## src/rtl/bus_share_arbiter_pkg.sv

```systemverilog
// Shared encodings and widths for the round-robin bus share arbiter.
package bus_share_arbiter_pkg;

  localparam int REQ_N = 8;
  localparam int SEL_W = 3;
  localparam int CNT_W = 4;

  typedef enum logic {
    ST_IDLE = 1'b0,
    ST_OWN  = 1'b1
  } arb_state_e;

endpackage

```

## src/rtl/bus_share_arbiter_rr_pick.sv

```systemverilog
// Rotating priority encoder: first set request bit starting at base, wrapping 7 -> 0.
module rr_pick
  import bus_share_arbiter_pkg::*;
(
  input  logic [REQ_N-1:0] req,
  input  logic [SEL_W-1:0] base,
  output logic             found,
  output logic [SEL_W-1:0] idx
);

  logic [SEL_W-1:0] pos;

  always_comb begin
    found = 1'b0;
    idx   = base;
    pos   = base;
    for (int i = 0; i < REQ_N; i++) begin
      pos = base + SEL_W'(i);
      if (!found && req[pos]) begin
        found = 1'b1;
        idx   = pos;
      end
    end
  end

endmodule

```

## src/rtl/bus_share_arbiter.sv

```systemverilog
// Round-robin owner of the shared result bus: drives the 8:1 mux select, holds the
// grant across a ready/valid burst and forces release after MAX_HOLD beats.
module bus_share_arbiter
  import bus_share_arbiter_pkg::*;
#(
  parameter int MAX_HOLD = 4,
  parameter int NUM_REQ  = 8
) (
  input  logic               clk,
  input  logic               reset,
  input  logic [NUM_REQ-1:0] req,
  input  logic [NUM_REQ-1:0] last,
  input  logic               bus_ready,
  output logic [NUM_REQ-1:0] grant,
  output logic [SEL_W-1:0]   mux_sel,
  output logic               bus_valid,
  output logic               busy,
  output logic               timeout_evt
);

  localparam logic [CNT_W-1:0] HOLD_LIM = CNT_W'(MAX_HOLD);

  arb_state_e       state_q, state_d;
  logic [SEL_W-1:0] sel_q, sel_d;
  logic [SEL_W-1:0] ptr_q, ptr_d;
  logic [CNT_W-1:0] cnt_q, cnt_d;
  logic             tmo_q, tmo_d;

  logic             owner_req, owner_last, xfer;
  logic [CNT_W-1:0] cnt_inc;
  logic [SEL_W-1:0] sel_next, pick_base, pick_idx;
  logic             pick_found, release_own;

  assign owner_req  = req[sel_q];
  assign owner_last = last[sel_q];
  assign bus_valid  = (state_q == ST_OWN) && owner_req;
  assign xfer       = bus_valid && bus_ready;
  assign cnt_inc    = (cnt_q >= HOLD_LIM) ? cnt_q : cnt_q + CNT_W'(1);
  assign sel_next   = sel_q + SEL_W'(1);

  // While owning, the only arbitration that matters is the handoff, which
  // restarts just past the current owner; in IDLE the saved pointer is used.
  assign pick_base  = (state_q == ST_OWN) ? sel_next : ptr_q;

  rr_pick u_pick (
    .req   (req),
    .base  (pick_base),
    .found (pick_found),
    .idx   (pick_idx)
  );

  always_comb begin
    state_d     = state_q;
    sel_d       = sel_q;
    ptr_d       = ptr_q;
    cnt_d       = cnt_q;
    tmo_d       = 1'b0;
    release_own = 1'b0;
    case (state_q)
      ST_IDLE: begin
        if (pick_found) begin
          sel_d   = pick_idx;
          state_d = ST_OWN;
          cnt_d   = '0;
        end
      end
      ST_OWN: begin
        if (!owner_req) begin
          release_own = 1'b1;
        end else if (xfer) begin
          if (owner_last) begin
            release_own = 1'b1;
          end else if (cnt_inc == HOLD_LIM) begin
            release_own = 1'b1;
            tmo_d       = 1'b1;
          end else begin
            cnt_d = cnt_inc;
          end
        end
        if (release_own) begin
          ptr_d = sel_next;
          cnt_d = '0;
          if (pick_found) begin
            sel_d = pick_idx;
          end else begin
            state_d = ST_IDLE;
          end
        end
      end
      default: state_d = ST_IDLE;
    endcase
  end

  always_ff @(posedge clk or posedge reset) begin
    if (reset) begin
      state_q <= ST_IDLE;
      sel_q   <= '0;
      ptr_q   <= '0;
      cnt_q   <= '0;
      tmo_q   <= 1'b0;
    end else begin
      state_q <= state_d;
      sel_q   <= sel_d;
      ptr_q   <= ptr_d;
      cnt_q   <= cnt_d;
      tmo_q   <= tmo_d;
    end
  end

  assign mux_sel     = sel_q;
  assign busy        = (state_q == ST_OWN);
  assign grant       = busy ? (NUM_REQ'(1) << sel_q) : '0;
  assign timeout_evt = tmo_q;

endmodule

```

## config.mk

```make
export PLATFORM = sky130hd
export DESIGN_NAME = bus_share_arbiter
export DESIGN_NICKNAME = d
export VERILOG_FILES = /design/src/rtl/bus_share_arbiter_pkg.sv /design/src/rtl/bus_share_arbiter_rr_pick.sv /design/src/rtl/bus_share_arbiter.sv
export SDC_FILE = /design/constraint.sdc
export NUM_CORES = 1
export LEC_CHECK = 0
export ABC_AREA = 0
export CAP_MARGIN = 20
export CORE_UTILIZATION = 58
export CTS_CLUSTER_SIZE = 30
export DETAILED_ROUTE_END_ITERATION = 6
export GPL_TIMING_DRIVEN = 0
export MAX_ROUTING_LAYER = met4
export PLACE_DENSITY = 0.82
export SYNTH_ARGS = -nofsm -noshare
export SYNTH_HDL_FRONTEND = slang
export SYNTH_HIERARCHICAL = 1
export SYNTH_SLANG_ARGS = --single-unit
```

## constraint.sdc

```tcl
create_clock -name clk -period 9.7 [get_ports clk]
set_clock_uncertainty 0.2 [all_clocks]
set_input_delay 2.91 -clock clk [delete_from_list [all_inputs] [get_ports clk]]
set_output_delay 2.91 -clock clk [all_outputs]
set_load 0.05 [all_outputs]
```

==> results.toml, run 1 <==
[timing]
setup_slack_ns = 1.411
final_hold_viol_count = 0
fin_setup_tns_ns = 0
slew_headroom_pct = 59.47
maxClockFrequency_ghz = 0.1206
finalCritPeriodShare_pct = 85.45
rsz0062_at_grt = "false"
tightest_slew_ns = 0.6079
slew_viol_final = 0
final-setup-viol-count = 0
min_period_ns = 8.289

[floorplan]
dieArea_um2 = 3572
die_w_um = 59.77
die_h_um = 59.77
ioPinCount = 33
core-area_um2 = 3103
initial_utilization_pct = 62.38
num_rows = 20

[route]
drt-initial-drc-count = 104
drtAntennaViolNets = 0
avgViaCountPerCell = 6.468
drt_pre_antenna_iters = 4
drcViolationCount = 0
wl_per_cell_um = 17.03
wl_mm = 4.989
vias = 1895

[logic_synthesis]
synth_nets = 241
synth_area_leaders = "mux4_2 (16%), dfrtp_1 (16%), ha_1 (5.8%)"
ys.flop_type = "dfrtp_1"
synthArstFlopShare_pct = 100.0
avgSynthCellArea_um2 = 9.087
synth_top_area_share_pct = 16.29
synth_cell_types = 62
syn_inst = 213
ys_seq_area_share_pct = 15.51
syn_area_um2 = 1936
synth_edf_count = 0
synth-seq-cells = 12
yosysTopAreaCell = "mux4_2"
synth_warnings = 6

[global_route]
grt_antenna_before_repair = 0
track_usage_pct = 31.08
grt_pass1_wl_mm = 8.073
grt_pass1_vias = 1794
grt_max_degree = 13
overflow = 0

[clock_network]
cts.sinks = 12
clk-insertion-delay-late_ns = 0.28
cts_resized = 0
cts_root_buf = "clkbuf_4"
htreeDepth = 1
cts_buffers = 3
clk_path_buf_depth = 2
clk_pin_slew_worst_paths_ns = 0.07
postCtsSetupBuffers = 0
cts_tree = "done"
cts_hold_buffers = 0

[worst_setup_path]
cp_max_fo = 7
critPathKind = "primary input to primary output"
cp-startpoint = "req[4]"
r2r-end = "cnt_q[1]"
slowest_stage = "clkdlybuf4s50_1"
endpoint_kind = "primary output"
endpoint = "bus_valid"
start_kind = "primary input"
critPathBufInv = 3
cp_common_cell = "clkdlybuf4s50_1"
worstRegToRegCells = 17
cp.depth = 6
worstPathArrival_ns = 5.18
crit_family = "buffers and inverters"
reg2reg_from = "busy"
required_ns = 6.59
rrSetupSlack_ns = 4.10
slowest_delay_ns = 0.69
crit_chain = "clkdlybuf4s50_1, mux4_2, mux2_2, nand2_2, inv_2, clkdlybuf4s50_1"

[finish]
finalNonFillerCells = 293
utilization_pct = 75.65
mostFrequentLayoutCell = "clkdlybuf4s50_1"
diodes = 0
final_cell_mix = "clkdlybuf4s50_1 (32), inv_1 (15), mux4_2 (14)"
nets = 278
drive_gt1_share_pct = 16.47
area_growth_pct = 21.27

[outcome]
status = "finished clean"

[placed_design]
dp_cells = 289
place.gp.congestion = 0.8676
dp_slack_ns = 1.422
dp_hpwl_mm = 3.875
portBuffers = 32

[min_path]
hp-class = "flop to flop"

[job]
max_cap_viol_count = 0
-- synth_stat cells (3+ instances only) --
cell type   n
nor2_1     13
mux4_2     14
and3_1      8
a22oi_1     5
xnor2_1     4
mux2_2      6
nand2_1    11
mux2i_1     8
o21ai_0     3
nor2b_1     7
buf_6       3
ha_1        9
clkbuf_1    6
o31ai_1     4
a21oi_1    12
a211oi_1    4
o32ai_1     7
and2_1      3
nand2b_1    6
dfrtp_1    12
o21a_1      4
inv_1      15
-- per-stage QoR --
| step | area, um2 | hold slack [ns] |
|---|---|---|
| 3_5_place_dp | 2311 | 0.3209 |
| 6_report | 2347 | 0.3413 |
| 4_1_cts | 2347 | 0.3372 |
| 5_1_grt | 2347 | 0.3570 |
| 3_3_place_gp | 2311 | 0.2925 |
| 2_1_floorplan | 1936 | 0.2718 |
-- area by class of cell --
| type | count | area (um2) |
|---|---|---|
| Multi-Input combinational cell | 172 | 1494 |
| Buffer | 13 | 81.33 |
| Timing Repair Buffer | 32 | 320.3 |
| Inverter | 16 | 60.06 |
| Clock buffer | 4 | 36.28 |
| Sequential cell | 12 | 300.3 |
| Tap cell | 44 | 55.05 |
| Fill cell | 250 | 755.7 |
-- worst register-to-register path, cell delays in order, from the launching register on --
cell      delay, ns
dfrtp_1        0.46
clkbuf_1       0.33
clkbuf_1       0.33
a21o_1         0.25
buf_2          0.27
inv_1          0.17
ha_1           0.43
buf_4          0.24
mux4_2         0.50
mux2_2         0.31
o32a_1         0.27
or3_4          0.45
nand2b_1       0.26
nor2_1         0.35
nor3_1         0.10
o21ai_2        0.10
mux2_1         0.35
o21a_1         0.10
-- worst min-delay path by stage --
stage | start | end | depth (start not counted)
floorplan | ptr_q[1] | ptr_q[1] | 2
global placement | ptr_q[1] | ptr_q[1] | 2
detailed placement | cnt_q[2] | cnt_q[2] | 1
CTS | ptr_q[1] | ptr_q[1] | 2
global route | cnt_q[2] | cnt_q[2] | 1
finish | ptr_q[1] | ptr_q[1] | 2
-- state kept, by name, summed over array words and instances (netlist names) --
name	count
cnt_q	4
mux_sel	3
ptr_q	3
busy	1
timeout_evt	1
-- logic make-up (layout without fill, tap and decap cells) --
group / count (synthesis) / in the layout / synth area share (%)
adders and majority gates: 9 / 9 / 5.818
muxes: 30 / 30 / 25.66
xor gates and xnor gates: 5 / 5 / 2.262
DFF: 12 / 12 / 15.51
and+or+nand+nor: 64 / 64 / 18.36
AOI/OAI and AO/OA: 64 / 64 / 25.08
buffers and inverters: 29 / 65 / 7.304
-- metal layers --
| metal | share of wire [%] | wire [um] | GRT usage, % | up-vias |
|---|---|---|---|---|
| met1 | 42 | 2103 | 39.92 | 906 |
| met4 | 1.7 | 87 | 8.638 | 0 |
| met2 | 48 | 2398 | 50.00 | 80 |
| li1 | - | - | - | 899 |
| met5 | 0 | 0 | - | - |
| met3 | 8.0 | 398 | 6.061 | 10 |
Power of run 1 is left out: the tool's default activity adds up to more than one toggle a clock period on the data nets, which glitch-free logic cannot reach.
==> run 2: changes to the inputs <==
--- a/config.mk
+++ b/config.mk
@@ -7,7 +7,9 @@
 export LEC_CHECK = 0
 export ABC_AREA = 0
 export CAP_MARGIN = 20
-export CORE_UTILIZATION = 58
+export CELL_PAD_IN_SITES_DETAIL_PLACEMENT = 0
+export CELL_PAD_IN_SITES_GLOBAL_PLACEMENT = 1
+export CORE_UTILIZATION = 44
 export CTS_CLUSTER_SIZE = 30
 export DETAILED_ROUTE_END_ITERATION = 6
 export GPL_TIMING_DRIVEN = 0
==> run 2 against run 1 <==
Global-route usage is 8.4 points lower. Clock-buffer cell count down 1. Sequential cell count is the same.
==> results.toml, run 2 (synthesis results as in run 1) <==
[outcome]
status = "finished clean"

[worst_setup_path]
start_kind = "primary input"
required_ns = 6.59
cp_max_fo = 7
critPathKind = "primary input to primary output"
endpoint_kind = "primary output"
worstPathArrival_ns = 5.18

[placed_design]
dp_slack_ns = 1.421
dp_cells = 295
portBuffers = 32
place.gp.congestion = 0.8694
dp_hpwl_mm = 3.671

[clock_network]
postCtsSetupBuffers = 0
cts_hold_buffers = 0
clk-insertion-delay-late_ns = 0.24
cts_resized = 0
cts_buffers = 3
cts.sinks = 12
cts_tree = "done"
clk_path_buf_depth = 2
clk_pin_slew_worst_paths_ns = 0.05
cts_root_buf = "clkbuf_8"
htreeDepth = 1

[route]
drtAntennaViolNets = 0
drt_pre_antenna_iters = 5
wl_mm = 4.886
wl_per_cell_um = 16.40
drcViolationCount = 0
avgViaCountPerCell = 6.205
drt-initial-drc-count = 245
vias = 1849

[finish]
area_growth_pct = 21.91
nets = 278
drive_gt1_share_pct = 16.13
mostFrequentLayoutCell = "clkdlybuf4s50_1"
finalNonFillerCells = 298
largest_register_ffs = 4
largest_register = "cnt_q"
diodes = 0
final_cell_mix = "clkdlybuf4s50_1 (32), inv_1 (15), mux4_2 (14)"

[global_route]
track_usage_pct = 22.64
grt_max_degree = 13
overflow = 0
grt_pass1_vias = 1519
grt_pass1_wl_mm = 7.769
grt_antenna_before_repair = 0

[timing]
finalCritPeriodShare_pct = 85.47
min_period_ns = 8.290
slew_viol_final = 0
final_hold_viol_count = 0
slew_headroom_pct = 58.78
tightest_slew_ns = 0.6183
setup_slack_ns = 1.410
maxClockFrequency_ghz = 0.1206
fin_setup_tns_ns = 0
rsz0062_at_grt = "false"
final-setup-viol-count = 0

[floorplan]
initial_utilization_pct = 47.04
dieArea_um2 = 4668
ioPinCount = 33
num_rows = 23
die_w_um = 68.33
core-area_um2 = 4115
die_h_um = 68.33

[job]
max_cap_viol_count = 0

[min_path]
hp-class = "flop to flop"
run 2: critical path, cell delays in order:
cell	delay, ns
clkdlybuf4s50_1	0.55
mux4_2	0.55
mux2_2	0.33
nand2_2	0.12
inv_2	0.03
clkdlybuf4s50_1	0.68
run 2: final cells by class:
class / instances / area [um2]
fillers: 395 / 1755
multi-input cells: 172 / 1494
repair buffers: 32 / 320.3
flip-flops and latches: 12 / 300.3
plain buffers: 13 / 81.33
well taps: 50 / 62.56
inverters: 16 / 60.06
clock buffers: 3 / 41.29
run 2: per-layer routing:
metal / vias to the layer above / wire [um] / track usage, %
li1: 892 / - / -
met1: 881 / 2477 / 35.76
met2: 70 / 2025 / 31.00
met3: 6 / 357 / 1.833
met4: 0 / 25 / 3.646
met5: - / 0 / -
run 2: path summary, 6_finish.rpt:
kind	cells past startpoint	endpoint	start	slack [ns]
setup / recovery	6	bus_valid	req[0]	1.41
hold / removal	2	ptr_q[1]	ptr_q[1]	0.31
setup reg to reg	17	cnt_q[1]	busy	4.12
hold reg to reg	2	ptr_q[1]	ptr_q[1]	0.31
max in group asynchronous	2	mux_sel[0]	reset	6.18
min in group asynchronous	2	ptr_q[0]	reset	2.79
run 2: stage by stage:
| step | util [%] | cell area [um2] | hold WS, ns |
|---|---|---|---|
| 2_1_floorplan | - | 1936 | 0.2718 |
| 3_3_place_gp | 56.34 | 2318 | 0.2938 |
| 3_5_place_dp | 56.34 | 2318 | 0.3008 |
| 4_1_cts | 57.34 | 2360 | 0.3102 |
| 5_1_grt | 57.34 | 2360 | 0.3551 |
| 6_report | 57.34 | 2360 | 0.3102 |
Power of run 2 is left out for the same reason.
==> run 3: changes to the inputs <==
--- a/config.mk
+++ b/config.mk
@@ -9,12 +9,13 @@
 export CAP_MARGIN = 20
 export CELL_PAD_IN_SITES_DETAIL_PLACEMENT = 0
 export CELL_PAD_IN_SITES_GLOBAL_PLACEMENT = 1
-export CORE_UTILIZATION = 44
+export CORE_UTILIZATION = 53
 export CTS_CLUSTER_SIZE = 30
 export DETAILED_ROUTE_END_ITERATION = 6
+export DONT_BUFFER_PORTS = 1
 export GPL_TIMING_DRIVEN = 0
 export MAX_ROUTING_LAYER = met4
-export PLACE_DENSITY = 0.82
+export PLACE_DENSITY = 0.94
 export SYNTH_ARGS = -nofsm -noshare
 export SYNTH_HDL_FRONTEND = slang
 export SYNTH_HIERARCHICAL = 1
==> run 3 against run 2 <==
Non-clock buffer count down 32. Clock-buffer cell count up 1. Final area decreased by 14%. Routed wire length is 1.1% lower. Sequential cell count unchanged. Core utilization increased by 2.1 points. Cell count is 12% lower. Critical path type unchanged. Critical endpoint unchanged. Largest cell class unchanged.
==> results.toml, run 3 (synthesis results as in run 1) <==
[timing]
maxClockFrequency_ghz = 0.1409
final-setup-viol-count = 0
fin_setup_tns_ns = 0
slew_viol_final = 0
finalCritPeriodShare_pct = 73.16
rsz0062_at_grt = "false"
final_hold_viol_count = 0
tightest_slew_ns = 0.7801
slew_headroom_pct = 47.99
min_period_ns = 7.096

[worst_setup_path]
worstRegToRegCells = 17
slowest_stage = "mux4_2"
worstPathArrival_ns = 3.99
required_ns = 6.59
endpoint_kind = "primary output"
crit_family = "multiplexers"
critPathKind = "primary input to primary output"
rrSetupSlack_ns = 3.74
start_kind = "primary input"
cp_max_fo = 7
reg2reg_from = "busy"
r2r-end = "cnt_q[1]"
slowest_delay_ns = 0.49
critPathBufInv = 1
crit_chain = "mux4_2, mux2_2, nand2_2, inv_2"

[route]
wl_per_cell_um = 18.37
drcViolationCount = 0
drt_pre_antenna_iters = 4
drtAntennaViolNets = 0
wl_mm = 4.831
drt-initial-drc-count = 138
avgViaCountPerCell = 6.871
vias = 1807

[clock_network]
htreeDepth = 1
cts_buffers = 3
postCtsSetupBuffers = 0
cts_root_buf = "clkbuf_4"
cts_hold_buffers = 0
cts.sinks = 12
cts_resized = 0
clk_pin_slew_worst_paths_ns = 0.07
clk_path_buf_depth = 2
cts_tree = "done"
clk-insertion-delay-late_ns = 0.28

[min_path]
whs_endpoint = "cnt_q[2]"
hold_path_depth = 1
hp-class = "flop to flop"
hold_start = "cnt_q[2]"

[floorplan]
core-area_um2 = 3416
dieArea_um2 = 3898
die_h_um = 62.43
ioPinCount = 33
die_w_um = 62.43
num_rows = 21
initial_utilization_pct = 56.67

[outcome]
status = "finished clean"

[global_route]
grt_max_degree = 13
grt-busiest-layer = "met2"
use_met3_pct = 6.752
grtUsageMet1_pct = 31.35
grt_pass1_vias = 1759
grt_pass1_wl_mm = 8.128
grtUsageMet2_pct = 45.38
overflow = 0
grt_antenna_before_repair = 0
track_usage_pct = 26.67

[finish]
nets = 246
area_growth_pct = 4.848
largest_register_ffs = 4
final_cell_mix = "inv_1 (15), mux4_2 (14), nor2_1 (13)"
mostFrequentLayoutCell = "inv_1"
drive_gt1_share_pct = 18.89
largest_register = "cnt_q"
diodes = 0

[placed_design]
place.gp.congestion = 0.9432
portBuffers = 0
dp_hpwl_mm = 3.625

[job]
max_cap_viol_count = 0
-- run 3: worst reg2reg max path, delay by kind of cell, from the launching register on --
kind	cells	cell delay, ns
AOI/OAI and AO/OA	4	0.74
adders and majority gates	1	0.41
buffers and inverters	5	1.39
DFF	1	0.75
muxes	3	1.18
and+or+nand+nor	4	1.18
-- run 3: worst max-delay path by stage --
stage               slack, ns   endpoint  depth (start not counted)    from
floorplan                2.66  bus_valid                          4  req[7]
global placement         2.61  bus_valid                          4  req[7]
detailed placement       2.60  bus_valid                          4  req[7]
CTS                      2.60  bus_valid                          4  req[7]
global route             2.55  bus_valid                          4  req[7]
finish                   2.60  bus_valid                          4  req[7]
-- run 3: cell type report --
class,instances,area [um2]
well taps,46,57.56
fillers,311,1386
multi-input cells,172,1494
flip-flops and latches,12,300.3
inverters,16,60.06
plain buffers,13,81.33
clock buffers,4,36.28
-- run 3: metal layers --
metal	routed length, um	up-vias
met2	2386	101
met4	51	0
met1	1988	861
met5	0	-
met3	404	8
li1	-	837
-- run 3: through the flow --
stage	area [um2]	hold slack, ns	setup slack (ns)	cells	utilization (%)
after floorplan	1936	0.2718	2.662	213	-
after global placement	1993	0.2903	2.614	259	58.35
after detailed placement	1993	0.3241	2.598	259	58.35
after CTS	2029	0.3425	2.603	263	59.41
after global routing	2029	0.3836	2.554	263	59.41
final	2029	0.3479	2.604	263	59.41
Power of run 3 is left out for the same reason.
